`src/rtl/lcm_calculator.sv`:
```
// Sequential LCM engine: Euclid gcd, restoring divide x/g, shift-add multiply by y.
// Optional build macro LCM_GCD_OUT_EN adds a registered gcd_o output.
module lcm_calculator #(
    parameter int WIDTH = 32
) (
    input  logic               clk,
    input  logic               reset,
    input  logic               start,
    input  logic [WIDTH-1:0]   x,
    input  logic [WIDTH-1:0]   y,
    output logic               busy,
    output logic               done,
    output logic [2*WIDTH-1:0] lcm
`ifdef LCM_GCD_OUT_EN
    ,
    output logic [WIDTH-1:0]   gcd_o
`endif
);

    localparam int CW = $clog2(WIDTH) + 1;

    typedef enum logic [2:0] {
        S_IDLE,
        S_EUCLID,
        S_DIVIDE,
        S_MULT,
        S_FINISH
    } state_t;

    state_t             state_q, state_d;
    logic               busy_q, busy_d;
    logic               done_q, done_d;
    logic [2*WIDTH-1:0] lcm_q, lcm_d;
    logic [WIDTH-1:0]   x_q, x_d;
    logic [WIDTH-1:0]   y_q, y_d;
    logic [WIDTH-1:0]   a_q, a_d;
    logic [WIDTH-1:0]   b_q, b_d;
    logic [WIDTH-1:0]   g_q, g_d;
    logic [WIDTH-1:0]   rem_q, rem_d;
    logic [WIDTH-1:0]   quo_q, quo_d;
    logic [2*WIDTH-1:0] p_q, p_d;
    logic [2*WIDTH-1:0] mcand_q, mcand_d;
    logic [WIDTH-1:0]   mplier_q, mplier_d;
    logic [CW-1:0]      cnt_q, cnt_d;
`ifdef LCM_GCD_OUT_EN
    logic [WIDTH-1:0]   gcd_q, gcd_d;
`endif

    logic [WIDTH:0]     rem_sh;
    logic [WIDTH-1:0]   quo_sh;
    logic               last_bit;

    always_comb begin
        state_d  = state_q;
        busy_d   = busy_q;
        done_d   = 1'b0;
        lcm_d    = lcm_q;
        x_d      = x_q;
        y_d      = y_q;
        a_d      = a_q;
        b_d      = b_q;
        g_d      = g_q;
        rem_d    = rem_q;
        quo_d    = quo_q;
        p_d      = p_q;
        mcand_d  = mcand_q;
        mplier_d = mplier_q;
        cnt_d    = cnt_q;
`ifdef LCM_GCD_OUT_EN
        gcd_d    = gcd_q;
`endif
        rem_sh   = {rem_q, quo_q[WIDTH-1]};
        quo_sh   = {quo_q[WIDTH-2:0], 1'b0};
        last_bit = (cnt_q == CW'(WIDTH - 1));

        case (state_q)
            S_IDLE: begin
                if (start) begin
                    x_d    = x;
                    y_d    = y;
                    cnt_d  = '0;
                    busy_d = 1'b1;
                    if (x == '0 || y == '0) begin
                        g_d     = x | y;
                        p_d     = '0;
                        state_d = S_FINISH;
                    end else begin
                        a_d     = (x > y) ? x : y;
                        b_d     = (x > y) ? y : x;
                        state_d = S_EUCLID;
                    end
                end
            end
            S_EUCLID: begin
                if (b_q == '0) begin
                    g_d     = a_q;
                    rem_d   = '0;
                    quo_d   = x_q;
                    cnt_d   = '0;
                    state_d = S_DIVIDE;
                end else begin
                    a_d = b_q;
                    b_d = a_q % b_q;
                end
            end
            S_DIVIDE: begin
                // Dividend bits shift out of quo_q while quotient bits shift in.
                if (rem_sh >= {1'b0, g_q}) begin
                    rem_sh    = rem_sh - {1'b0, g_q};
                    quo_sh[0] = 1'b1;
                end
                rem_d = rem_sh[WIDTH-1:0];
                quo_d = quo_sh;
                cnt_d = cnt_q + 1'b1;
                if (last_bit) begin
                    cnt_d    = '0;
                    p_d      = '0;
                    mcand_d  = {{WIDTH{1'b0}}, quo_sh};
                    mplier_d = y_q;
                    state_d  = S_MULT;
                end
            end
            S_MULT: begin
                if (mplier_q[0]) p_d = p_q + mcand_q;
                mcand_d  = mcand_q << 1;
                mplier_d = mplier_q >> 1;
                cnt_d    = cnt_q + 1'b1;
                if (last_bit) begin
                    cnt_d   = '0;
                    state_d = S_FINISH;
                end
            end
            S_FINISH: begin
                lcm_d   = p_q;
`ifdef LCM_GCD_OUT_EN
                gcd_d   = g_q;
`endif
                done_d  = 1'b1;
                busy_d  = 1'b0;
                state_d = S_IDLE;
            end
            default: begin
                state_d = S_IDLE;
                busy_d  = 1'b0;
            end
        endcase
    end

    always_ff @(posedge clk) begin
        if (reset) begin
            state_q  <= S_IDLE;
            busy_q   <= 1'b0;
            done_q   <= 1'b0;
            lcm_q    <= '0;
            x_q      <= '0;
            y_q      <= '0;
            a_q      <= '0;
            b_q      <= '0;
            g_q      <= '0;
            rem_q    <= '0;
            quo_q    <= '0;
            p_q      <= '0;
            mcand_q  <= '0;
            mplier_q <= '0;
            cnt_q    <= '0;
`ifdef LCM_GCD_OUT_EN
            gcd_q    <= '0;
`endif
        end else begin
            state_q  <= state_d;
            busy_q   <= busy_d;
            done_q   <= done_d;
            lcm_q    <= lcm_d;
            x_q      <= x_d;
            y_q      <= y_d;
            a_q      <= a_d;
            b_q      <= b_d;
            g_q      <= g_d;
            rem_q    <= rem_d;
            quo_q    <= quo_d;
            p_q      <= p_d;
            mcand_q  <= mcand_d;
            mplier_q <= mplier_d;
            cnt_q    <= cnt_d;
`ifdef LCM_GCD_OUT_EN
            gcd_q    <= gcd_d;
`endif
        end
    end

    assign busy = busy_q;
    assign done = done_q;
    assign lcm  = lcm_q;
`ifdef LCM_GCD_OUT_EN
    assign gcd_o = gcd_q;
`endif

endmodule
```
`config.mk`:
```
export PLATFORM = sky130hd
export DESIGN_NAME = lcm_calculator
export DESIGN_NICKNAME = d
export VERILOG_FILES = /design/src/rtl/lcm_calculator.sv
export SDC_FILE = /design/constraint.sdc
export NUM_CORES = 2
export LEC_CHECK = 0
export CAP_MARGIN = 0
export CORE_ASPECT_RATIO = 0.5
export CORE_UTILIZATION = 28
export CTS_CLUSTER_SIZE = 40
export DETAILED_ROUTE_END_ITERATION = 10
export PLACE_DENSITY = 0.41
export SLEW_MARGIN = 20
export SYNTH_ARGS = -nofsm -noshare
export SYNTH_HDL_FRONTEND = slang
export SYNTH_SLANG_ARGS = --single-unit
```
`constraint.sdc`:
```
create_clock -name clk -period 119.3 [get_ports clk]
set_clock_uncertainty 0.15 [all_clocks]
set_input_delay 23.86 -clock clk [delete_from_list [all_inputs] [get_ports clk]]
set_output_delay 23.86 -clock clk [all_outputs]
set_load 0.05 [all_outputs]
```
==> flow_metrics.py <==
metrics = {
    "sta": {
        "fin_tns_setup_ns": 0,
        "hold_violations": 0,
        "fin_crit_ns": 83.05,
        "holdWs_ns": 0.3016,
        "rsz0062_at_grt": "no",
        "slew_headroom": 0.2728,
        "fin_crit_sh": 0.6961,
        "setup_viol": 0,
        "max_freq_mhz": 12.04,
        "slew_violations": 0,
        "tightest_slew_ns": 1.063,
    },
    "synth": {
        "synthArstFlopShare": 0,
        "yosysWarnings": 0,
        "netlist-cell-type-count": 118,
        "postSynthAreaPerCell_um2": 7.098,
        "synthCells": 7718,
        "synth_seq_area_share": 0.1677,
        "synth_edf_count": 0,
        "synthFlopType": "dfxtp_1",
        "syn_nets": 8477,
        "ys_ff_latch": 459,
        "syn_area_um2": 54790,
    },
    "routing": {
        "drt_pass1_iterations": 10,
        "drt_iter0_drc": 4748,
        "highest_layer": "met4",
        "via_per_inst": 5.506,
        "wirelength_mm": 234.1,
        "ant_nets": 0,
        "met2_length_mm": 102.5,
        "wl_met3_mm": 10.90,
        "post_drt_wl_per_cell_um": 22.62,
        "vias": 56960,
        "drc": 22,
        "met1Wirelength_mm": 114.8,
    },
    "run_status": {
        "violations": "design-rule violations",
        "outcome": "complete, but fails checks",
    },
    "cts": {
        "cts_tree": "done",
        "clkLatencyLatePin_ns": 0.65,
        "cts_root_buf": "clkbuf_16",
        "htree_levels": 2,
        "post-cts-setup-buffers": 0,
        "clkTransAtPathRegs_ns": 0.06,
        "cts_buffer_depth": 3,
        "cts_resized": 0,
        "cts_hold_buf": 0,
        "cts.sinks": 459,
        "cts_buffers": 56,
    },
    "grt": {
        "grt_usage": 0.2277,
        "grt_max_degree": 120,
        "grt_overflow": 0,
        "grt_first_pass_wirelength_mm": 348.1,
        "grt_antenna_before_repair": 5,
        "grt_pass1_vias": 53660,
    },
    "setup_path": {
        "worstSetupPathType": "flip-flop to flip-flop",
        "worst_ep_arrival_time_ns": 83.44,
        "crit_path_frequent_cell": "ha_1",
        "worst-path-buf-inv": 23,
        "cp_max_fo": 35,
        "worstPathRequired_ns": 119.70,
        "startpoint_type": "flip-flop",
        "crit_family": "compound AO/OA/AOI/OAI gates",
        "slowest_delay_ns": 0.83,
        "critPathSlowestCell": "a221oi_2",
        "endpoint_kind": "flip-flop",
    },
    "cells_and_area": {
        "fin_util": 0.3150,
        "area_growth_pct": 11.46,
        "drive_gt1_frac": 0.05676,
        "fin_cells": 10350,
        "nNetsFinal": 8452,
    },
    "run": {
        "max_cap_viol_count": 0,
    },
    "placed_design": {
        "port_buffers": 132,
        "hpwl_mm": 182.7,
        "dp.cells": 10250,
        "gp_congestion": 0.9384,
    },
    "die": {
        "die_h_um": 314.8,
        "pin_count": 133,
        "rows": 114,
        "die_w_um": 627.6,
        "dieArea_um2": 197500,
        "coreArea_um2": 193800,
        "initial_core_util": 0.2826,
    },
    "min_path": {
        "hold_path_class": "flip-flop to flip-flop",
    },
}
-- path summary, 6_finish.rpt --
check | start | cells after the start | slack [ns] | to
max | b_q[30] | 290 | 36.25 | b_q[12]
min | lcm[4] | 2 | 0.30 | lcm[4]
min reg2reg | lcm[4] | 2 | 0.30 | lcm[4]
max reg2reg | b_q[30] | 290 | 36.25 | b_q[12]
-- layout by cell type, fill, tap and decap left out, types with 55 or more instances in the layout --
master	count
nand3_1	160
and3_1	55
inv_1	288
o21bai_1	59
o21a_1	150
a21oi_1	775
nand2_1	1135
nand2b_1	60
buf_4	125
a211oi_1	113
xor2_1	159
a21o_1	254
a22oi_1	70
dfxtp_1	459
clkdlybuf4s50_1	131
nor2_1	852
a31oi_1	101
nor3_1	177
o211ai_1	106
a311oi_1	102
ha_1	689
xnor2_1	271
nor2b_1	60
o21ai_0	251
o21ai_1	91
clkbuf_16	57
or3_1	68
-- area by class of cell --
type	instances	area, um2
multi-input combinational	6621	43310
sequential	459	9189
fill	21250	132800
antenna	2	5.005
clock inverter	17	251.5
timing repair buffer	258	2276
inverter	297	1115
clock buffer	82	1650
tap	2610	3266
-- cells by family after synthesis --
family | count (synthesis) | synth area share
AND/OR/NAND/NOR | 2871 | 0.2329
AO/OA/AOI/OAI | 2527 | 0.3079
adder cells (fa/ha/maj) | 692 | 0.1585
buffers and inverters | 638 | 0.04460
flip-flops | 459 | 0.1677
XOR/XNOR | 430 | 0.06874
multiplexers | 101 | 0.01964
-- tightest hold or removal path: stages (launching register included) --
cell	delay, ns
dfxtp_1	0.31
nand2_1	0.05
a21oi_1	0.05
-- synth_stat cells (all sizes together), types with 46 or more instances --
| cell type | number | area, um2 |
|---|---|---|
| or3 | 68 | 425.4 |
| and3 | 55 | 344.1 |
| nand2b | 60 | 375.4 |
| mux2 | 49 | 555.5 |
| a21oi | 787 | 3988 |
| nor4 | 55 | 356.6 |
| nor3 | 185 | 960.9 |
| o21bai | 59 | 442.9 |
| ha | 689 | 8621 |
| dfxtp | 459 | 9189 |
| o21a | 151 | 1135 |
| nand4 | 50 | 312.8 |
| a21o | 256 | 1923 |
| nand3 | 161 | 810.8 |
| a311oi | 103 | 908.4 |
| or2 | 47 | 294.0 |
| clkbuf | 276 | 1036 |
| a211oi | 116 | 885.8 |
| buf | 65 | 292.8 |
| o31ai | 56 | 468.0 |
| a31oi | 105 | 663.1 |
| o21ai | 347 | 1752 |
| o211ai | 107 | 808.3 |
| inv | 297 | 1115 |
| a22oi | 72 | 545.5 |
| nand2 | 1142 | 4292 |
| nor2 | 857 | 3227 |
| mux2i | 52 | 520.5 |
| a21boi | 46 | 352.8 |
| nor2b | 60 | 375.4 |
| xor2 | 159 | 1393 |
| xnor2 | 271 | 2374 |
-- through the flow --
stage | area, um2 | setup slack [ns]
after floorplan | 54790 | 53.88
after global placement | 59140 | 38.01
after detailed placement | 59140 | 37.68
after CTS | 61040 | 37.40
after global routing | 61060 | 30.39
final | 61060 | 36.25
-- registers in the layout, summed over array words and instances (netlist names) --
name / count
state_q: 3
y_q: 32
cnt_q: 6
lcm: 64
busy: 1
g_q: 32
x_q: 32
p_q: 64
a_q: 32
done: 1
mplier_q: 32
rem_q: 32
mcand_q: 64
quo_q: 32
b_q: 32
-- routing by layer --
metal / global-route usage / up-vias
li1: - / 28120
met3: 0.02008 / 288
met5: 0 / -
met2: 0.3670 / 1444
met1: 0.3265 / 27110
met4: 0.05266 / 0
Power is not shown: default switching activity piles up to over one toggle a cycle in this logic, so the estimate is an artifact.
